===== src/rtl/ex_stage.sv =====
`default_nettype none
// ============================================================================
// Module   : ex_stage
// Brief    : RV32IM execute stage - ALU, branch/jump resolution, single-cycle
//            multiply, iterative restoring divide and the EX/MEM register.
// Revision : 1.0 - initial release
// ============================================================================
module ex_stage #(
    parameter int XLEN = 32
) (
    input  logic            clk,
    input  logic            rst,
    input  logic            stall_in,
    input  logic            flush,
    input  logic            valid_in,
    input  logic [XLEN-1:0] pc_in,
    input  logic [XLEN-1:0] rs1_data_in,
    input  logic [XLEN-1:0] rs2_data_in,
    input  logic [XLEN-1:0] imm_in,
    input  logic [4:0]      rd_in,
    input  logic [2:0]      funct3_in,
    input  logic [3:0]      alu_op_in,
    input  logic            alu_src_a_pc_in,
    input  logic            alu_src_b_imm_in,
    input  logic            md_en_in,
    input  logic            branch_in,
    input  logic            jal_in,
    input  logic            jalr_in,
    input  logic            mem_read_in,
    input  logic            mem_write_in,
    input  logic            reg_write_in,
    input  logic [1:0]      wb_sel_in,
    output logic            ex_busy,
    output logic            redirect_valid,
    output logic [XLEN-1:0] redirect_pc,
    output logic [XLEN-1:0] alu_result_out,
    output logic [XLEN-1:0] rs2_data_out,
    output logic [4:0]      rd_out,
    output logic [2:0]      funct3_out,
    output logic            valid_out,
    output logic            mem_read_out,
    output logic            mem_write_out,
    output logic            reg_write_out,
    output logic [1:0]      wb_sel_out
);

    localparam logic [3:0] c_ALU_ADD  = 4'd0;
    localparam logic [3:0] c_ALU_SUB  = 4'd1;
    localparam logic [3:0] c_ALU_SLL  = 4'd2;
    localparam logic [3:0] c_ALU_SLT  = 4'd3;
    localparam logic [3:0] c_ALU_SLTU = 4'd4;
    localparam logic [3:0] c_ALU_XOR  = 4'd5;
    localparam logic [3:0] c_ALU_SRL  = 4'd6;
    localparam logic [3:0] c_ALU_SRA  = 4'd7;
    localparam logic [3:0] c_ALU_OR   = 4'd8;
    localparam logic [3:0] c_ALU_AND  = 4'd9;
    localparam logic [3:0] c_ALU_PASS = 4'd10;

    localparam logic [XLEN-1:0] c_INT_MIN = {1'b1, {(XLEN-1){1'b0}}};

    typedef enum logic [1:0] {
        S_IDLE = 2'd0,
        S_RUN  = 2'd1,
        S_DONE = 2'd2
    } div_state_t;

    // ------------------------------------------------------------------ ALU
    logic [XLEN-1:0] w_op_a;
    logic [XLEN-1:0] w_op_b;
    logic [4:0]      w_shamt;
    logic [XLEN-1:0] w_alu;

    assign w_op_a  = alu_src_a_pc_in  ? pc_in  : rs1_data_in;
    assign w_op_b  = alu_src_b_imm_in ? imm_in : rs2_data_in;
    assign w_shamt = w_op_b[4:0];

    always_comb begin
        w_alu = '0;
        case (alu_op_in)
            c_ALU_ADD:  w_alu = w_op_a + w_op_b;
            c_ALU_SUB:  w_alu = w_op_a - w_op_b;
            c_ALU_SLL:  w_alu = w_op_a << w_shamt;
            c_ALU_SLT:  w_alu = {{(XLEN-1){1'b0}}, ($signed(w_op_a) < $signed(w_op_b))};
            c_ALU_SLTU: w_alu = {{(XLEN-1){1'b0}}, (w_op_a < w_op_b)};
            c_ALU_XOR:  w_alu = w_op_a ^ w_op_b;
            c_ALU_SRL:  w_alu = w_op_a >> w_shamt;
            c_ALU_SRA:  w_alu = $signed(w_op_a) >>> w_shamt;
            c_ALU_OR:   w_alu = w_op_a | w_op_b;
            c_ALU_AND:  w_alu = w_op_a & w_op_b;
            c_ALU_PASS: w_alu = w_op_b;
            default:    w_alu = '0;
        endcase
    end

    // ------------------------------------------------------ branch / jump
    logic            w_br_cond;
    logic            w_taken;
    logic [XLEN-1:0] w_jalr_sum;
    logic [XLEN-1:0] w_link;

    always_comb begin
        w_br_cond = 1'b0;
        case (funct3_in)
            3'b000:  w_br_cond = (rs1_data_in == rs2_data_in);
            3'b001:  w_br_cond = (rs1_data_in != rs2_data_in);
            3'b100:  w_br_cond = ($signed(rs1_data_in) <  $signed(rs2_data_in));
            3'b101:  w_br_cond = ($signed(rs1_data_in) >= $signed(rs2_data_in));
            3'b110:  w_br_cond = (rs1_data_in <  rs2_data_in);
            3'b111:  w_br_cond = (rs1_data_in >= rs2_data_in);
            default: w_br_cond = 1'b0;
        endcase
    end

    assign w_taken        = jal_in | jalr_in | (branch_in & w_br_cond);
    assign w_jalr_sum     = rs1_data_in + imm_in;
    assign w_link         = pc_in + XLEN'(4);
    assign redirect_pc    = jalr_in ? {w_jalr_sum[XLEN-1:1], 1'b0} : (pc_in + imm_in);
    assign redirect_valid = valid_in & w_taken & ~ex_busy & ~stall_in & ~flush;

    // ------------------------------------------------------------ multiply
    // 33-bit operands sign-extended to 2*XLEN; the low 2*XLEN bits of the
    // product are exact for every signedness combination.
    logic                w_mul_a_sgn;
    logic                w_mul_b_sgn;
    logic [2*XLEN-1:0]   w_mul_a;
    logic [2*XLEN-1:0]   w_mul_b;
    logic [2*XLEN-1:0]   w_mul_prod;
    logic [XLEN-1:0]     w_mul_res;

    assign w_mul_a_sgn = (funct3_in[1:0] != 2'b11) & rs1_data_in[XLEN-1];
    assign w_mul_b_sgn = ~funct3_in[1] & rs2_data_in[XLEN-1];
    assign w_mul_a     = {{XLEN{w_mul_a_sgn}}, rs1_data_in};
    assign w_mul_b     = {{XLEN{w_mul_b_sgn}}, rs2_data_in};
    assign w_mul_prod  = w_mul_a * w_mul_b;
    assign w_mul_res   = (funct3_in[1:0] == 2'b00) ? w_mul_prod[XLEN-1:0]
                                                   : w_mul_prod[2*XLEN-1:XLEN];

    // -------------------------------------------------------------- divide
    div_state_t      r_state;
    logic [4:0]      r_count;
    logic [XLEN-1:0] r_quot;
    logic [XLEN-1:0] r_rem;
    logic [XLEN-1:0] r_divisor;
    logic            r_neg_quot;
    logic            r_neg_rem;
    logic            r_div_is_rem;

    logic            w_is_div;
    logic            w_div_signed;
    logic            w_dvd_neg;
    logic            w_dvs_neg;
    logic [XLEN-1:0] w_dvd_abs;
    logic [XLEN-1:0] w_dvs_abs;
    logic            w_div_by_zero;
    logic            w_div_ovf;
    logic [XLEN:0]   w_rem_shift;
    logic [XLEN:0]   w_rem_diff;
    logic [XLEN-1:0] w_div_res;

    assign w_is_div      = md_en_in & funct3_in[2];
    assign w_div_signed  = ~funct3_in[0];
    assign w_dvd_neg     = w_div_signed & rs1_data_in[XLEN-1];
    assign w_dvs_neg     = w_div_signed & rs2_data_in[XLEN-1];
    assign w_dvd_abs     = w_dvd_neg ? -rs1_data_in : rs1_data_in;
    assign w_dvs_abs     = w_dvs_neg ? -rs2_data_in : rs2_data_in;
    assign w_div_by_zero = (rs2_data_in == '0);
    assign w_div_ovf     = w_div_signed & (rs1_data_in == c_INT_MIN) & (&rs2_data_in);

    // r_quot shifts dividend bits out of the top while quotient bits enter at the bottom
    assign w_rem_shift = {r_rem, r_quot[XLEN-1]};
    assign w_rem_diff  = w_rem_shift - {1'b0, r_divisor};

    assign w_div_res = r_div_is_rem ? (r_neg_rem  ? -r_rem  : r_rem)
                                    : (r_neg_quot ? -r_quot : r_quot);

    assign ex_busy = valid_in & w_is_div & (r_state != S_DONE);

    always_ff @(posedge clk) begin
        if (rst || flush) begin
            r_state      <= S_IDLE;
            r_count      <= '0;
            r_quot       <= '0;
            r_rem        <= '0;
            r_divisor    <= '0;
            r_neg_quot   <= 1'b0;
            r_neg_rem    <= 1'b0;
            r_div_is_rem <= 1'b0;
        end else begin
            case (r_state)
                S_IDLE: begin
                    if (valid_in && w_is_div) begin
                        r_div_is_rem <= funct3_in[1];
                        r_count      <= '0;
                        if (w_div_by_zero) begin
                            r_quot     <= '1;
                            r_rem      <= rs1_data_in;
                            r_neg_quot <= 1'b0;
                            r_neg_rem  <= 1'b0;
                            r_state    <= S_DONE;
                        end else if (w_div_ovf) begin
                            r_quot     <= c_INT_MIN;
                            r_rem      <= '0;
                            r_neg_quot <= 1'b0;
                            r_neg_rem  <= 1'b0;
                            r_state    <= S_DONE;
                        end else begin
                            r_quot     <= w_dvd_abs;
                            r_rem      <= '0;
                            r_divisor  <= w_dvs_abs;
                            r_neg_quot <= w_dvd_neg ^ w_dvs_neg;
                            r_neg_rem  <= w_dvd_neg;
                            r_state    <= S_RUN;
                        end
                    end
                end
                S_RUN: begin
                    if (!(valid_in && w_is_div)) begin
                        r_state <= S_IDLE;
                    end else begin
                        if (!w_rem_diff[XLEN]) begin
                            r_rem  <= w_rem_diff[XLEN-1:0];
                            r_quot <= {r_quot[XLEN-2:0], 1'b1};
                        end else begin
                            r_rem  <= w_rem_shift[XLEN-1:0];
                            r_quot <= {r_quot[XLEN-2:0], 1'b0};
                        end
                        r_count <= r_count + 5'd1;
                        if (r_count == 5'd31) begin
                            r_state <= S_DONE;
                        end
                    end
                end
                S_DONE: begin
                    if (!(valid_in && w_is_div) || !stall_in) begin
                        r_state <= S_IDLE;
                    end
                end
                default: r_state <= S_IDLE;
            endcase
        end
    end

    // ------------------------------------------------------ EX/MEM register
    logic [XLEN-1:0] w_result;

    assign w_result = (jal_in || jalr_in) ? w_link
                    : md_en_in            ? (funct3_in[2] ? w_div_res : w_mul_res)
                    :                       w_alu;

    always_ff @(posedge clk) begin
        if (rst || flush) begin
            alu_result_out <= '0;
            rs2_data_out   <= '0;
            rd_out         <= '0;
            funct3_out     <= '0;
            valid_out      <= 1'b0;
            mem_read_out   <= 1'b0;
            mem_write_out  <= 1'b0;
            reg_write_out  <= 1'b0;
            wb_sel_out     <= '0;
        end else if (stall_in) begin
            // hold everything
        end else if (ex_busy) begin
            valid_out      <= 1'b0;
            mem_read_out   <= 1'b0;
            mem_write_out  <= 1'b0;
            reg_write_out  <= 1'b0;
        end else begin
            alu_result_out <= w_result;
            rs2_data_out   <= rs2_data_in;
            rd_out         <= rd_in;
            funct3_out     <= funct3_in;
            valid_out      <= valid_in;
            mem_read_out   <= mem_read_in  & valid_in;
            mem_write_out  <= mem_write_in & valid_in;
            reg_write_out  <= reg_write_in & valid_in;
            wb_sel_out     <= wb_sel_in;
        end
    end

endmodule
`default_nettype wire


===== config.mk =====
export PLATFORM = sky130hd
export DESIGN_NAME = ex_stage
export DESIGN_NICKNAME = d
export VERILOG_FILES = /design/src/rtl/ex_stage.sv
export SDC_FILE = /design/constraint.sdc
export NUM_CORES = 2
export LEC_CHECK = 0
export ABC_AREA = 1
export ABC_CLOCK_PERIOD_IN_PS = 13600
export CELL_PAD_IN_SITES_DETAIL_PLACEMENT = 1
export CELL_PAD_IN_SITES_GLOBAL_PLACEMENT = 1
export CORE_UTILIZATION = 30
export CTS_BUF_LIST = sky130_fd_sc_hd__clkbuf_16
export CTS_CLUSTER_DIAMETER = 30
export DETAILED_ROUTE_END_ITERATION = 10
export PLACE_DENSITY_LB_ADDON = 0.1
export SYNTH_ARGS = -nofsm -noshare
export SYNTH_HDL_FRONTEND = slang
export SYNTH_SLANG_ARGS = --single-unit
export TNS_END_PERCENT = 1

===== constraint.sdc =====
create_clock -name clk -period 13.6 [get_ports clk]
set_clock_uncertainty 0.1 [all_clocks]
set_input_delay 2.04 -clock clk [delete_from_list [all_inputs] [get_ports clk]]
set_output_delay 2.04 -clock clk [all_outputs]
set_load 0.005 [all_outputs]

After elaboration in Yosys (flattened, before gate mapping)
Cells that the tools add are included.
- word-level logic and storage cells: 156
- bits in registers: 184
- output and inout port bits: 112
- bitwise operators: 30
- equality and inequality tests: 27
- $mul: 1
- reduce and logical (&&, ||, !) cells: 18
- add/sub/neg operators: 11
- shift-type cells: 3
- magnitude comparators: 6
- muxes and demuxes: 43
- operator list (operator ; count):
    2-to-1 mux 32 bit ; 20
    one-hot mux 32 bit (11 select lines) ; 1
    less-than comparator 32 bit ; 4
    negation 32 bit ; 4
    one-hot mux 32 bit (2 select lines) ; 2
    adder 32 bit ; 3
    greater-or-equal comparator 32 bit ; 2
    multiplier 33 x 33 -> 64 bit ; 1
    subtractor 33 x 32 -> 33 bit ; 1
    adder 32 x 3 -> 32 bit, second input constant ; 1
    AND 32 bit ; 1
    equality test 32 bit ; 1
    equality test 32 bit, second input constant ; 1
    logical NOT 32 bit ; 1
    != test 32 bit ; 1
    OR 32 bit ; 1
    AND reduction 32 bit ; 1
    << shifter 32 x 5 -> 32 bit ; 1
    right shift 32 x 5 -> 32 bit ; 1
    >>> shifter 32 x 5 -> 32 bit ; 1
    subtractor 32 bit ; 1
    XOR 32 bit ; 1
    AND 1 bit ; 17
    equality test 4 x 3 -> 1 bit, second input constant ; 4
    other kinds (30) ; 67

Logic depth before layout (Yosys ltp)
- word-level depth: 8
- gate-level depth with buffers: 39
- depth with buffers taken out: 37

Least setup slack after synthesis
No wires, ideal clock.
- path kind: in2reg
- start point: input port funct3_in[0]
- end point: register alu_result_out[31]
- buffers on the path: 2
- cell stages on the path: 33
- setup time: 0.132 ns
- path slack: 3.705 ns
- data arrival time: 9.663 ns
- cell sequence: buf_2 > nand2_1 > nand2_1 > clkbuf_1 > nor2_1 > fa_1 > inv_1 > fa_1 > inv_1 > fa_1 > inv_1 > fa_1 > inv_1 > fa_1 > fa_1 > fa_1 > inv_1 > fa_1 > inv_1 > ha_1 > nand2_1 > nor2_1 > nand2_1 > nor4_1 > nand2_1 > nand3_1 > nand2_1 > nand3_1 > nand2_1 > nand2_1 > nand2_1 > nand2_1 > a21oi_1
- word-level cells in the longest chain between the ends: 7
- elaborated cells between the ends (all ways): 8
- those cells by class: mul: 1; eq/ne: 1; mux: 4; bitwise: 1; reduce/logical: 1
- ends and longest elaborated chain (item ; RTL line ; text):
    start, declared ; 21 ; input logic [2:0] funct3_in,
    != test 2 bit ; 130 ; assign w_mul_a_sgn = (funct3_in[1:0] != 2'b11) & rs1_data_in[XLEN-1];
    AND 1 bit ; 130 ;
    multiplier 33 x 33 -> 64 bit ; 134 ; assign w_mul_prod = w_mul_a * w_mul_b;
    2-to-1 mux 32 bit * ; 135 ; assign w_mul_res = (funct3_in[1:0] == 2'b00) ? w_mul_prod[XLEN-1:0]
    2-to-1 mux 32 bit * (2 in a row) ; 247 ; : md_en_in ? (funct3_in[2] ? w_div_res : w_mul_res)
    2-to-1 mux 32 bit * ; 246 ; assign w_result = (jal_in || jalr_in) ? w_link
    end signal, assigned ; 269 ; alu_result_out <= w_result;
    end, declared ; 36 ; output logic [XLEN-1:0] alu_result_out,
Every way passes the cells marked *; elsewhere a longest branch is shown, timed or not.
A chain may end at the register's enable or synchronous reset.

Worst setup path after layout
- start point: input port funct3_in[1]
- end point: register alu_result_out[31]
- word-level cells in the longest chain between the ends: 7
- elaborated cells between the ends (all ways): 10
- those cells by class: mul: 1; eq/ne: 1; mux: 4; bitwise: 3; reduce/logical: 1
- ends and longest elaborated chain (item ; RTL line):
    != test 2 bit or NOT 1 bit (tied branches) ; 130, 131
    AND 1 bit, on equally long branches ; 130, 131
    multiplier 33 x 33 -> 64 bit ; 134
    2-to-1 mux 32 bit * ; 135
    2-to-1 mux 32 bit * (2 in a row) ; 247
    2-to-1 mux 32 bit * ; 246
Marked as above.

==> results.toml <==
[hold_path]
hold_end = "reg_write_out"
hold_path_class = "register to register"
min_path_cells = 2
hold_start = "reg_write_out"

[yosys]
ys_async_sr_fraction_pct = 0
yosys.cell_types.count = 61
ys_ff_latch = 184
netlist_area_um2 = 69990
syn_nets = 12270
yosys_warnings = 0
synth_top_flop_cell = "dfxtp_1"
synth_edf_count = 0
synthCells = 10510
seq_area_frac_synth_pct = 5.263
synth.avg_cell_area_um2 = 6.657

[routing]
drt_iter0_drc = 5764
vias = 71660
avgRoutedWirePerCell_um = 28.87
drt-pass1-iter-count = 5
wirelength_um = 390500
via_per_inst = 5.297
ant_nets = 0
drc_errors = 0

[timing]
final-setup-viol-count = 0
whs_ns = 0.3667
hold_viol_final = 0
rsz0062_at_grt = "no"
finalMaxSlewViolations = 0
period_needed_ns = 11.81
post-route-period-util_pct = 86.83
slew_headroom_pct = 3.303
tns_ns = 0
fmax_mhz = 84.68
tightest_slew_ns = 1.450

[die]
floorplan.initialDensity_pct = 30.30
row_count = 176
placeableCoreArea_um2 = 231000
fp.dieH_um = 485.0
dieArea_um2 = 235200
dieWidth_um = 485.0
io-pin-count = 268

[grt]
grt_pass1_wl_um = 557200
grt-ovfl-total = 0
grt_max_degree = 71
grt_pass1_vias = 74970
antenna_found_initial = 32
grtUsageTotal_pct = 32.96

[finish]
fin_area_um2 = 76060
regArea_um2 = 3684
final_layout_size_suffix_gt1_share_pct = 3.547
multiInputGateArea_um2 = 56080
nFillCells = 29200
finalNetCount = 12230
areaGrowthSynthToFinish_pct = 8.681

[cts]
h-tree-depth = 4
clkTransAtPathRegs_ns = 0.09
cts_setup_buffers = 0
cts_tree = "yes"
cts_sinks = 184
cts_resized = 0
clock_tree.buffer_depth = 2
clock-root-buffer = "clkbuf_16"
cts_inserted_buffers = 17
ctsHoldBuffers = 0
clk_latency_ns = 0.53

[worst_setup_path]
cp.arrival_ns = 12.08
path_common_cell = "nand2_1"
end_kind = "register"
cp_max_fo = 18
ff2ff_path_depth = 16
worstSetupPathType = "input pin to register"
crit_path_start_kind = "input pin"
r2r_start = "r_quot[31]"
crit_path_max_incr_delay_ns = 0.82
slowest_stage = "nand2_1"
cp.required_ns = 13.87
worstReg2RegEnd = "r_rem[14]"
ff2ff_setup_slack_ns = 9.07

[placement]
dp_hpwl_um = 329100
portBuffers = 267
place_congestion = 0.9935
dpl_cell_area_um2 = 75430

[job]
maxCapViolCount = 0

[outcome]
status = "completed"
==> stage by stage <==
stage          utilization, %  setup WS, ns  instances
5_1_grt                 32.92         1.041      13520
6_report                32.93         1.791      13530
3_3_place_gp            32.65         1.328      13480
2_1_floorplan               -         3.705      10510
3_5_place_dp            32.65         1.147      13480
4_1_cts                 32.91         1.659      13510
==> worst max-delay path by stage <==
| stage | from | end | slack [ns] | cells after the start |
|---|---|---|---|---|
| floorplan | funct3_in[0] | alu_result_out[31] | 3.70 | 33 |
| global placement | funct3_in[1] | alu_result_out[31] | 1.33 | 32 |
| detailed placement | funct3_in[1] | alu_result_out[20] | 1.15 | 31 |
| CTS | funct3_in[1] | alu_result_out[20] | 1.66 | 31 |
| global route | funct3_in[1] | alu_result_out[21] | 1.04 | 34 |
| finish | funct3_in[1] | alu_result_out[31] | 1.79 | 32 |
==> cell usage after synthesis (45+ instances only) <==
master	n	area (um^2)
o21ai_0	500	2502
nand3_1	712	3563
or2_2	45	281.5
a21oi_1	633	3168
buf_2	79	395.4
nor3_1	86	430.4
nor2_1	618	2320
inv_1	2170	8145
dfxtp_1	184	3684
buf_1	112	420.4
xor2_1	107	937.2
clkbuf_1	278	1044
ha_1	474	5931
nand2_1	2840	10660
fa_1	1130	22620
nand4_1	105	656.9
==> area by class of cell <==
type                       count  share of cell area [%]
tap                         3026                   4.978
sequential                   184                   4.843
multi-input combinational   7646                   73.72
timing repair buffer         433                   4.793
antenna                       15                 0.04935
clock buffer                  17                  0.5593
clock inverter                15                  0.2237
inverter                    2192                   10.83
==> worst max-delay path: cells and delay by family <==
kind | cells | cell delay [ns]
buf+inv | 7 | 1.79
compound gates | 1 | 0.06
simple gates | 15 | 3.00
fa+ha+maj | 9 | 5.14
==> layer usage <==
| layer | share of wire (%) | global-route usage (%) | up-vias | routed length [um] |
|---|---|---|---|---|
| li1 | - | - | 32020 | - |
| met4 | 5.5 | 15.24 | 12 | 21570 |
| met1 | 45 | 44.76 | 36770 | 174100 |
| met3 | 5.6 | 3.972 | 495 | 22040 |
| met2 | 44 | 52.06 | 2365 | 172700 |
| met5 | 0.021 | 0 | - | 82 |
==> cell usage in the layout (no fill, tap or decap), types with 107 or more instances in the layout <==
cell type / instances
nand2_1: 2839
inv_1: 2168
fa_1: 1130
nand3_1: 712
a21oi_1: 633
nor2_1: 612
o21ai_0: 498
ha_1: 474
clkdlybuf4s50_1: 200
dfxtp_1: 184
buf_4: 161
xor2_1: 107
==> kinds of logic (layout without fill, tap and decap cells) <==
| group | Yosys count | in the layout | synth area share (%) |
|---|---|---|---|
| other | 0 | 15 | 0 |
| adder cells (fa/ha/maj) | 1604 | 1604 | 40.80 |
| multiplexers | 1 | 1 | 0.01430 |
| flip-flops | 184 | 184 | 5.263 |
| AND/OR/NAND/NOR | 4512 | 4512 | 26.72 |
| AO/OA/AOI/OAI | 1381 | 1381 | 10.66 |
| buffers and inverters | 2683 | 2657 | 14.70 |
| XOR/XNOR | 148 | 148 | 1.852 |
==> state kept, by name (all words and copies together), names as in the netlist, 2 cells and up <==
register	count
r_rem	32
r_count	5
alu_result_out	32
wb_sel_out	2
rs2_data_out	32
r_divisor	32
funct3_out	3
r_state	2
rd_out	5
r_quot	32
Power is not shown: default switching activity piles up to over one toggle a cycle in this logic, so the estimate is an artifact.
